### src/rtl/div.sv
// rtl/div.sv - Iterative restoring 32-bit signed/unsigned divider for the EX stage.
// Produces {remainder, quotient}; holds ready_o until the request is withdrawn.
module div #(
  parameter int DATA_W = 32
) (
  input  logic                clk,
  input  logic                rst,
  input  logic                signed_div_i,
  input  logic [DATA_W-1:0]   opdata1_i,
  input  logic [DATA_W-1:0]   opdata2_i,
  input  logic                start_i,
  input  logic                annul_i,
  output logic [2*DATA_W-1:0] result_o,
  output logic                ready_o
);

  localparam int CNT_W = $clog2(DATA_W);

  typedef enum logic [1:0] {FREE, BYZERO, ON, END} state_t;

  state_t              state, state_nxt;
  logic [CNT_W-1:0]    cnt, cnt_nxt;
  logic [DATA_W-1:0]   dvd, dvd_nxt;
  logic [DATA_W-1:0]   dvs, dvs_nxt;
  logic [DATA_W-1:0]   rem, rem_nxt;
  logic                neg_q, neg_q_nxt;
  logic                neg_r, neg_r_nxt;
  logic [2*DATA_W-1:0] result_nxt;
  logic                ready_nxt;

  logic [DATA_W:0]     shifted, diff;
  logic [DATA_W-1:0]   a_mag, b_mag, q_fix, r_fix;
  logic                a_neg, b_neg, ge;

  always_ff @(posedge clk or posedge rst) begin
    if (rst) begin
      state    <= FREE;
      cnt      <= '0;
      dvd      <= '0;
      dvs      <= '0;
      rem      <= '0;
      neg_q    <= 1'b0;
      neg_r    <= 1'b0;
      result_o <= '0;
      ready_o  <= 1'b0;
    end else begin
      state    <= state_nxt;
      cnt      <= cnt_nxt;
      dvd      <= dvd_nxt;
      dvs      <= dvs_nxt;
      rem      <= rem_nxt;
      neg_q    <= neg_q_nxt;
      neg_r    <= neg_r_nxt;
      result_o <= result_nxt;
      ready_o  <= ready_nxt;
    end
  end

  always_comb begin
    state_nxt  = state;
    cnt_nxt    = cnt;
    dvd_nxt    = dvd;
    dvs_nxt    = dvs;
    rem_nxt    = rem;
    neg_q_nxt  = neg_q;
    neg_r_nxt  = neg_r;
    result_nxt = result_o;
    ready_nxt  = ready_o;

    a_neg = signed_div_i & opdata1_i[DATA_W-1];
    b_neg = signed_div_i & opdata2_i[DATA_W-1];
    a_mag = a_neg ? -opdata1_i : opdata1_i;
    b_mag = b_neg ? -opdata2_i : opdata2_i;

    // Partial remainder needs one extra bit: it can reach 2*divisor-1 after the shift.
    shifted = {rem, dvd[DATA_W-1]};
    diff    = shifted - {1'b0, dvs};
    ge      = ~diff[DATA_W];

    q_fix = neg_q ? -dvd : dvd;
    r_fix = neg_r ? -rem : rem;

    case (state)
      FREE: begin
        if (start_i && !annul_i) begin
          dvd_nxt   = a_mag;
          dvs_nxt   = b_mag;
          neg_q_nxt = a_neg ^ b_neg;
          neg_r_nxt = a_neg;
          cnt_nxt   = '0;
          rem_nxt   = '0;
          state_nxt = (opdata2_i == '0) ? BYZERO : ON;
        end
      end
      BYZERO: begin
        dvd_nxt   = '0;
        rem_nxt   = '0;
        state_nxt = END;
      end
      ON: begin
        if (annul_i) begin
          state_nxt = FREE;
        end else begin
          rem_nxt = ge ? diff[DATA_W-1:0] : shifted[DATA_W-1:0];
          dvd_nxt = {dvd[DATA_W-2:0], ge};
          cnt_nxt = cnt + 1'b1;
          if (cnt == CNT_W'(DATA_W - 1)) state_nxt = END;
        end
      end
      END: begin
        if (!ready_o) begin
          result_nxt = {r_fix, q_fix};
          ready_nxt  = 1'b1;
        end else if (!start_i) begin
          result_nxt = '0;
          ready_nxt  = 1'b0;
          state_nxt  = FREE;
        end
      end
      default: state_nxt = FREE;
    endcase
  end

endmodule

### config.mk
export PLATFORM = sky130hd
export DESIGN_NAME = div
export DESIGN_NICKNAME = d
export VERILOG_FILES = /design/src/rtl/div.sv
export SDC_FILE = /design/constraint.sdc
export NUM_CORES = 1
export LEC_CHECK = 0
export ABC_CLOCK_PERIOD_IN_PS = 9740
export BUFFER_PORTS_ARGS = -buffer_cell sky130_fd_sc_hd__buf_2
export CAP_MARGIN = 20
export CORE_MARGIN = 3
export CORE_UTILIZATION = 55
export DETAILED_ROUTE_END_ITERATION = 16
export GPL_TIMING_DRIVEN = 1
export PLACE_DENSITY = 0.76
export SETUP_SLACK_MARGIN = 0.15
export SLEW_MARGIN = 20
export SYNTH_ARGS = -nofsm -noshare
export SYNTH_HDL_FRONTEND = slang
export SYNTH_SLANG_ARGS = --single-unit
### constraint.sdc
create_clock -name clk -period 9.74 [get_ports clk]
set_input_delay 2.922 -clock clk [delete_from_list [all_inputs] [get_ports clk]]
set_output_delay 2.922 -clock clk [all_outputs]
set_load 0.05 [all_outputs]
==> results.cfg, run 1 <==
[outcome]
status = finished clean

[logic_synthesis]
synthTopCellsByCount = nand2_1 (207), o21ai_0 (197), dfrtp_1 (170), xor2_1 (87), a21oi_1 (78)
synthMuxAreaShare_pct = 3.071
yosysTopAreaCellShare_pct = 37.97
syn_area_um2 = 11200
synth_top_family_by_area = compound AO/OA/AOI/OAI gates
yosys.area_share.simple_pct = 17.02
yosysWarnings = 0
synth_area_per_cell_um2 = 8.374
synth_compound_area_share_pct = 21.60
synth_seq_area_share_pct = 37.97
synth_top_area_cell = dfrtp_1
yosysUniqueCellTypes = 60
synth_cells = 1338
ys_ff_latch = 170
yosys-top-cells-area = dfrtp_1 (38%), o21ai_0 (8.8%), nand2_1 (6.9%), xor2_1 (6.8%), ha_1 (4.8%)
synthXorXnorAreaFrac_pct = 11.18
synth_adder_area_share_pct = 4.980
synth_edf_count = 0
yosysMostFrequentCell = nand2_1
ys.flop_type = dfrtp_1
ys_async_sr_fraction_pct = 100.0
syn_nets = 1451

[timing]
finalSetupViolations = 0
timing.slew.headroom_pct = 33.14
finalCriticalPeriod_ns = 5.520
tns_ns = 0
worstMarginPinSlew_ns = 0.9900
period_share_pct = 56.67
slew_violations = 0
skew_ns = 0.01028
rsz0062_at_grt = false
hold_viol_final = 0
max_freq_mhz = 181.2

[final_layout]
antenna_cells = 0
drive_gt1_share_pct = 13.32
fin_util_pct = 64.07
multi_input_area_um2 = 6494
instances_no_fill = 1706
syn2layout_area_growth_pct = 12.74
register_area_um2 = 4254
nFillCells = 1696
nets = 1541

[detailed_routing]
vias_per_cell = 5.835
dr_total_vias = 9954
wl_per_cell_um = 16.67
ant_nets = 0
drc = 0
drtPass1Iterations = 5
routed_wl_um = 28430
drt-initial-drc-count = 733

[cts]
cts_tree = built
clock_latency_ns = 0.44
path_clk_slew_ns = 0.07
ctsLongestPathBuffers = 2
post_cts_buffers = 0
cts.repair.resized = 0
cts-root-buf = clkbuf_16
cts.htree.levels = 4
hold_buffers = 0
cts.sinks = 170
numCtsBuffers = 17

[power_and_ir_drop]
p_leak_uw = 0.005702
p_sw_uw = 2454
power_frac_clock_pct = 14.1
p_sw_share_pct = 50.60
pwr-share-comb_pct = 58.2
p_per_area_nw_per_um2 = 383.9
peakVddDrop_mv = 0.2730
p_int_uw = 2396
seq_power_share_pct = 27.7

[critical_path]
regToRegSetupSlack_ns = 5.71
worstReg2RegEnd = rem[30]
critPathRequiredTime_ns = 10.07
r2r_start = dvd[31]
critPathArrivalTime_ns = 5.85
reg2regPathDepth = 13
endpoint_kind = flip-flop
critical_path_class = input pin to flip-flop
cp_max_fo = 5
cp-start-kind = input pin

[hold_path]
holdPathStages = 2
hp-class = flip-flop to flip-flop
whs_endpoint = result_o[11]
worstHoldStart = result_o[11]

[floorplan]
die-height_um = 148.7
dieWidth_um = 148.7
num_rows = 51
coreArea_um2 = 19720
io_pins = 134
dieArea_um2 = 22120
initial_core_util_pct = 56.82

[placed_design]
dpl.hpwl_um = 21060
portBuffers = 133
dp.cells = 1673
gp_congestion = 0.9892

[job]
cap_violations = 0

[global_routing]
grt_start_max_net_pins = 99
grt_overflow = 0
grt_pass1_wl_um = 46920
grt_util_all_layers_pct = 26.04
antenna_found_initial = 0
grt_pass1_vias = 9111
[logic make-up (layout without fill, tap and decap cells)]
kind of cell | Yosys count | after routing
adders and majority gates | 44 | 44
buffers and inverters | 124 | 227
and+or+nand+nor | 413 | 413
xor gates and xnor gates | 143 | 143
DFF | 170 | 170
muxes | 34 | 34
AOI/OAI and AO/OA | 410 | 410
[power by group through the flow]
| stage | sequential (uW) | clock (uW) | combinational (uW) |
|---|---|---|---|
| final | 1340 | 686 | 2820 |
| after global routing | 1380 | 728 | 3130 |
| after CTS | 1330 | 696 | 2800 |
| after detailed placement | 1350 | 0 | 2780 |
| after global placement | 1330 | 0 | 2730 |
| after floorplan | 1560 | 0 | 1900 |
[cell type report]
cell class | count | area share [%]
multi-input cells | 1044 | 51.41
flip-flops and latches | 170 | 33.68
repair buffers | 140 | 5.844
clock buffers | 17 | 3.368
well taps | 265 | 2.625
inverters | 55 | 1.674
clock inverters | 15 | 1.406
[worst max path at each step]
stage / startpoint / end / slack, ns / cells after the start
after floorplan: rst / cnt[0] / 2.21 / 1
after global placement: opdata2_i[5] / dvs[29] / 3.89 / 10
after detailed placement: opdata2_i[5] / state[1] / 3.77 / 10
after CTS: opdata2_i[5] / state[1] / 4.22 / 10
after global routing: opdata2_i[5] / state[0] / 3.99 / 10
final: opdata2_i[5] / state[1] / 4.22 / 10
[placed cells by master, fill, tap and decap left out, types with 4 or more instances in the layout]
cell	synthesis	routed
a211oi_1	4	4
a21o_1	9	9
a21oi_1	78	78
a22oi_1	17	17
a31oi_1	16	16
and3_1	4	4
buf_2	3	133
buf_4	0	6
clkbuf_16	0	17
dfrtp_1	170	170
ha_1	43	43
inv_1	54	53
inv_6	0	5
mux2i_1	31	31
nand2_1	207	205
nand2b_1	15	14
nand3_1	14	14
nand3b_1	7	7
nand4_1	9	9
nor2_1	74	72
nor2b_1	9	9
nor3_1	15	15
nor4_1	10	10
o211ai_1	5	5
o21a_1	4	4
o21ai_0	197	197
o21bai_1	6	6
o22ai_1	5	5
o31ai_1	25	25
o41ai_1	22	22
or2_2	4	4
or3_1	18	18
or4_1	14	14
xnor2_1	56	56
xor2_1	87	87
[through the flow]
step / hold slack, ns / area, um^2 / power [uW] / setup slack, ns
finish: 0.4724 / 12630 / 4850 / 4.220
global route: 0.4971 / 12630 / 5245 / 3.990
CTS: 0.4803 / 12600 / 4832 / 4.225
detailed placement: 0.4647 / 12000 / 4130 / 3.768
global placement: 0.4561 / 12000 / 4065 / 3.895
floorplan: 0.4498 / 11200 / 3460 / 2.215
[metal layers]
metal / global-route usage (%) / up-vias / share of wire (%)
met2: 36.67 / 311 / 42
met3: 3.616 / 32 / 6.2
met1: 41.97 / 4693 / 51
met4: 6.773 / 0 / 1.4
li1: - / 4918 / -
met5: 0 / - / 0
[worst max-delay path, cell delays in order]
cell	delay, ns
buf_2	0.13
or4_1	0.59
nor4_1	0.46
nand3b_1	0.19
or3_1	0.40
nor3_1	0.34
nand2_1	0.14
nor4_1	0.36
a211oi_1	0.13
a21o_1	0.17
[state kept, by name (all words and copies together) (netlist names)]
signal	flops
ready_o	1
neg_q	1
dvs	32
rem	32
dvd	32
cnt	5
state	2
neg_r	1
result_o	64
Note: power is estimated with default switching activity, not from simulation.
==> run 2: changes to the inputs <==
ABC_AREA = 1   (was unset)
ABC_CLOCK_PERIOD_IN_PS = 5090   (was 9740)
PLACE_DENSITY = 0.75   (was 0.76)
clock period = 5.09 ns   (was 9.74 ns; I/O delays follow)
==> run 2 against run 1 <==
  * Worst setup slack worse by 2.2 ns
  * Sequential share of layout area down 5.0 points
  * Synthesized cell count increased by 58%
  * Flip-flop and latch count unchanged
  * Via count rose by 42%
  * Total power rose by 66%
  * Combinational power grew 59%
  * Sequential power up 66%
  * Non-clock buffer count increased by 4
  * Worst hold slack better by 0.0056 ns
  * Critical path type unchanged
==> results.cfg, run 2 <==
[final_layout]
layout_common_cells = nand2_1 (660), inv_1 (331), nand3_1 (245)
stdcell_area_um2 = 14850
top_register = result_o
nFillCells = 2346
fin_util_pct = 62.90
final_common_cell = nand2_1
syn2layout_area_growth_pct = 11.42
largest_reg_flops = 64
multi_input_area_um2 = 7572
register_area_um2 = 4254
drive_gt1_share_pct = 9.811
nets = 2322
antenna_cells = 0
instances_no_fill = 2541

[cts]
cts-root-buf = clkbuf_16
cts.sinks = 170
cts.repair.resized = 0
clock_latency_ns = 0.44
cts_tree = built
ctsLongestPathBuffers = 2
hold_buffers = 0
cts.htree.levels = 4
post_cts_buffers = 0
path_clk_slew_ns = 0.08
numCtsBuffers = 17

[power_and_ir_drop]
power_frac_clock_pct = 16.7
p_sw_uw = 4289
p_int_uw = 3755
pwr-share-comb_pct = 55.6
p_leak_uw = 0.008262
peakVddDrop_mv = 0.5123
seq_power_share_pct = 27.8
p_sw_share_pct = 53.32
p_per_area_nw_per_um2 = 541.6

[global_routing]
grt_pass1_vias = 12720
grt_util_all_layers_pct = 32.16
antenna_found_initial = 0
grt_start_max_net_pins = 171
grt_overflow = 0
grt_pass1_wl_um = 67020

[critical_path]
reg2regPathDepth = 16
cp-start-kind = input pin
critPathRequiredTime_ns = 5.46
endpoint_kind = flip-flop
critical_path_class = input pin to flip-flop
r2r_start = dvd[31]
regToRegSetupSlack_ns = 2.41
critPathArrivalTime_ns = 3.46
cp_max_fo = 22
crit_start = signed_div_i

[timing]
period_share_pct = 60.73
rsz0062_at_grt = false
max_freq_mhz = 323.5
timing.slew.headroom_pct = 28.25
skew_ns = 0.01752
tns_ns = 0
slew_violations = 0
hold_viol_final = 0
worstMarginPinSlew_ns = 1.075
layout_setup_ws_ns = 1.999
finalSetupViolations = 0
finalCriticalPeriod_ns = 3.091

[logic_synthesis]
syn_area_um2 = 13330
ys.flop_type = dfrtp_1
synth_edf_count = 0
synth_area_per_cell_um2 = 6.317
yosysUniqueCellTypes = 52
synth_cells = 2110
yosysWarnings = 0
synth_top_area_cell = dfrtp_1
yosys-top-cells-area = dfrtp_1 (32%), nand2_1 (19%), inv_1 (9.3%), nand3_1 (9.2%), o21ai_0 (5.4%)
synth_seq_area_share_pct = 31.92
yosysTopAreaCellShare_pct = 31.92
yosysMostFrequentCell = nand2_1
ys_async_sr_fraction_pct = 100.0
synthTopCellsByCount = nand2_1 (660), inv_1 (332), nand3_1 (245), dfrtp_1 (170), nor2_1 (149)
ys_ff_latch = 170
syn_nets = 2223

[floorplan]
initial_core_util_pct = 56.45
die-height_um = 161.7
num_rows = 56
dieArea_um2 = 26140
io_pins = 134
dieWidth_um = 161.7
coreArea_um2 = 23610

[hold_path]
worstHoldStart = result_o[59]
hp-class = flip-flop to flip-flop
holdPathStages = 2

[detailed_routing]
ant_nets = 0
drtPass1Iterations = 6
dr_total_vias = 14110
vias_per_cell = 5.552
drt-initial-drc-count = 1494
routed_wl_um = 42350
wl_per_cell_um = 16.67
drc = 0

[placed_design]
gp_congestion = 0.9788
place_ws_ns = 1.607
dp.cells = 2509
dpl.hpwl_um = 32940
placed_area_um2 = 14250
portBuffers = 133

[job]
cap_violations = 0

[outcome]
status = finished clean
-- run 2: power groups by stage --
stage / sequential [uW] / combinational, uW / clock [uW]
global route: 2280 / 4900 / 1410
global placement: 2220 / 4320 / 0
CTS: 2210 / 4410 / 1350
detailed placement: 2230 / 4380 / 0
finish: 2230 / 4470 / 1340
floorplan: 2780 / 2570 / 0
-- run 2: final timing paths --
check                                     to
worst max-delay path                 dvd[24]
worst min-delay path            result_o[59]
worst max register to register       rem[20]
worst min register to register  result_o[59]
max in group asynchronous            dvs[15]
min in group asynchronous       result_o[24]
-- run 2: logic make-up after synthesis --
family / after synthesis / share of synthesized area [%]
and+or+nand+nor: 1146 / 36.75
buffers and inverters: 399 / 11.51
AOI/OAI and AO/OA: 320 / 13.60
DFF: 170 / 31.92
adders and majority gates: 44 / 4.187
xor gates and xnor gates: 31 / 2.037
-- run 2: critical path, cell delays in order --
cell and delay, ns:
buf_2 0.11, nand2_1 0.38, inv_1 0.62, buf_4 0.37, nand2_1 0.08, o21ai_0 0.08
nand2_1 0.12, a21oi_1 0.17
-- run 2: area by class of cell --
class | count | area share [%]
clock buffer | 17 | 2.864
clock inverter | 15 | 1.205
inverter | 335 | 8.492
multi-input combinational | 1541 | 50.99
sequential | 170 | 28.64
tap | 319 | 2.687
timing repair buffer | 144 | 5.122
-- run 2: layer usage --
metal	track usage [%]	up-vias	share of wire [%]
li1	-	6960	-
met1	48.23	6471	46
met2	45.61	591	41
met3	7.447	86	9.1
met4	10.97	0	3.4
met5	0	-	0
-- run 2: metrics by stage --
stage,power (uW),hold WS (ns)
after floorplan,5351,0.4489
after global placement,6546,0.4594
after detailed placement,6617,0.4607
after CTS,7975,0.4792
after global routing,8582,0.5067
final,8044,0.4780
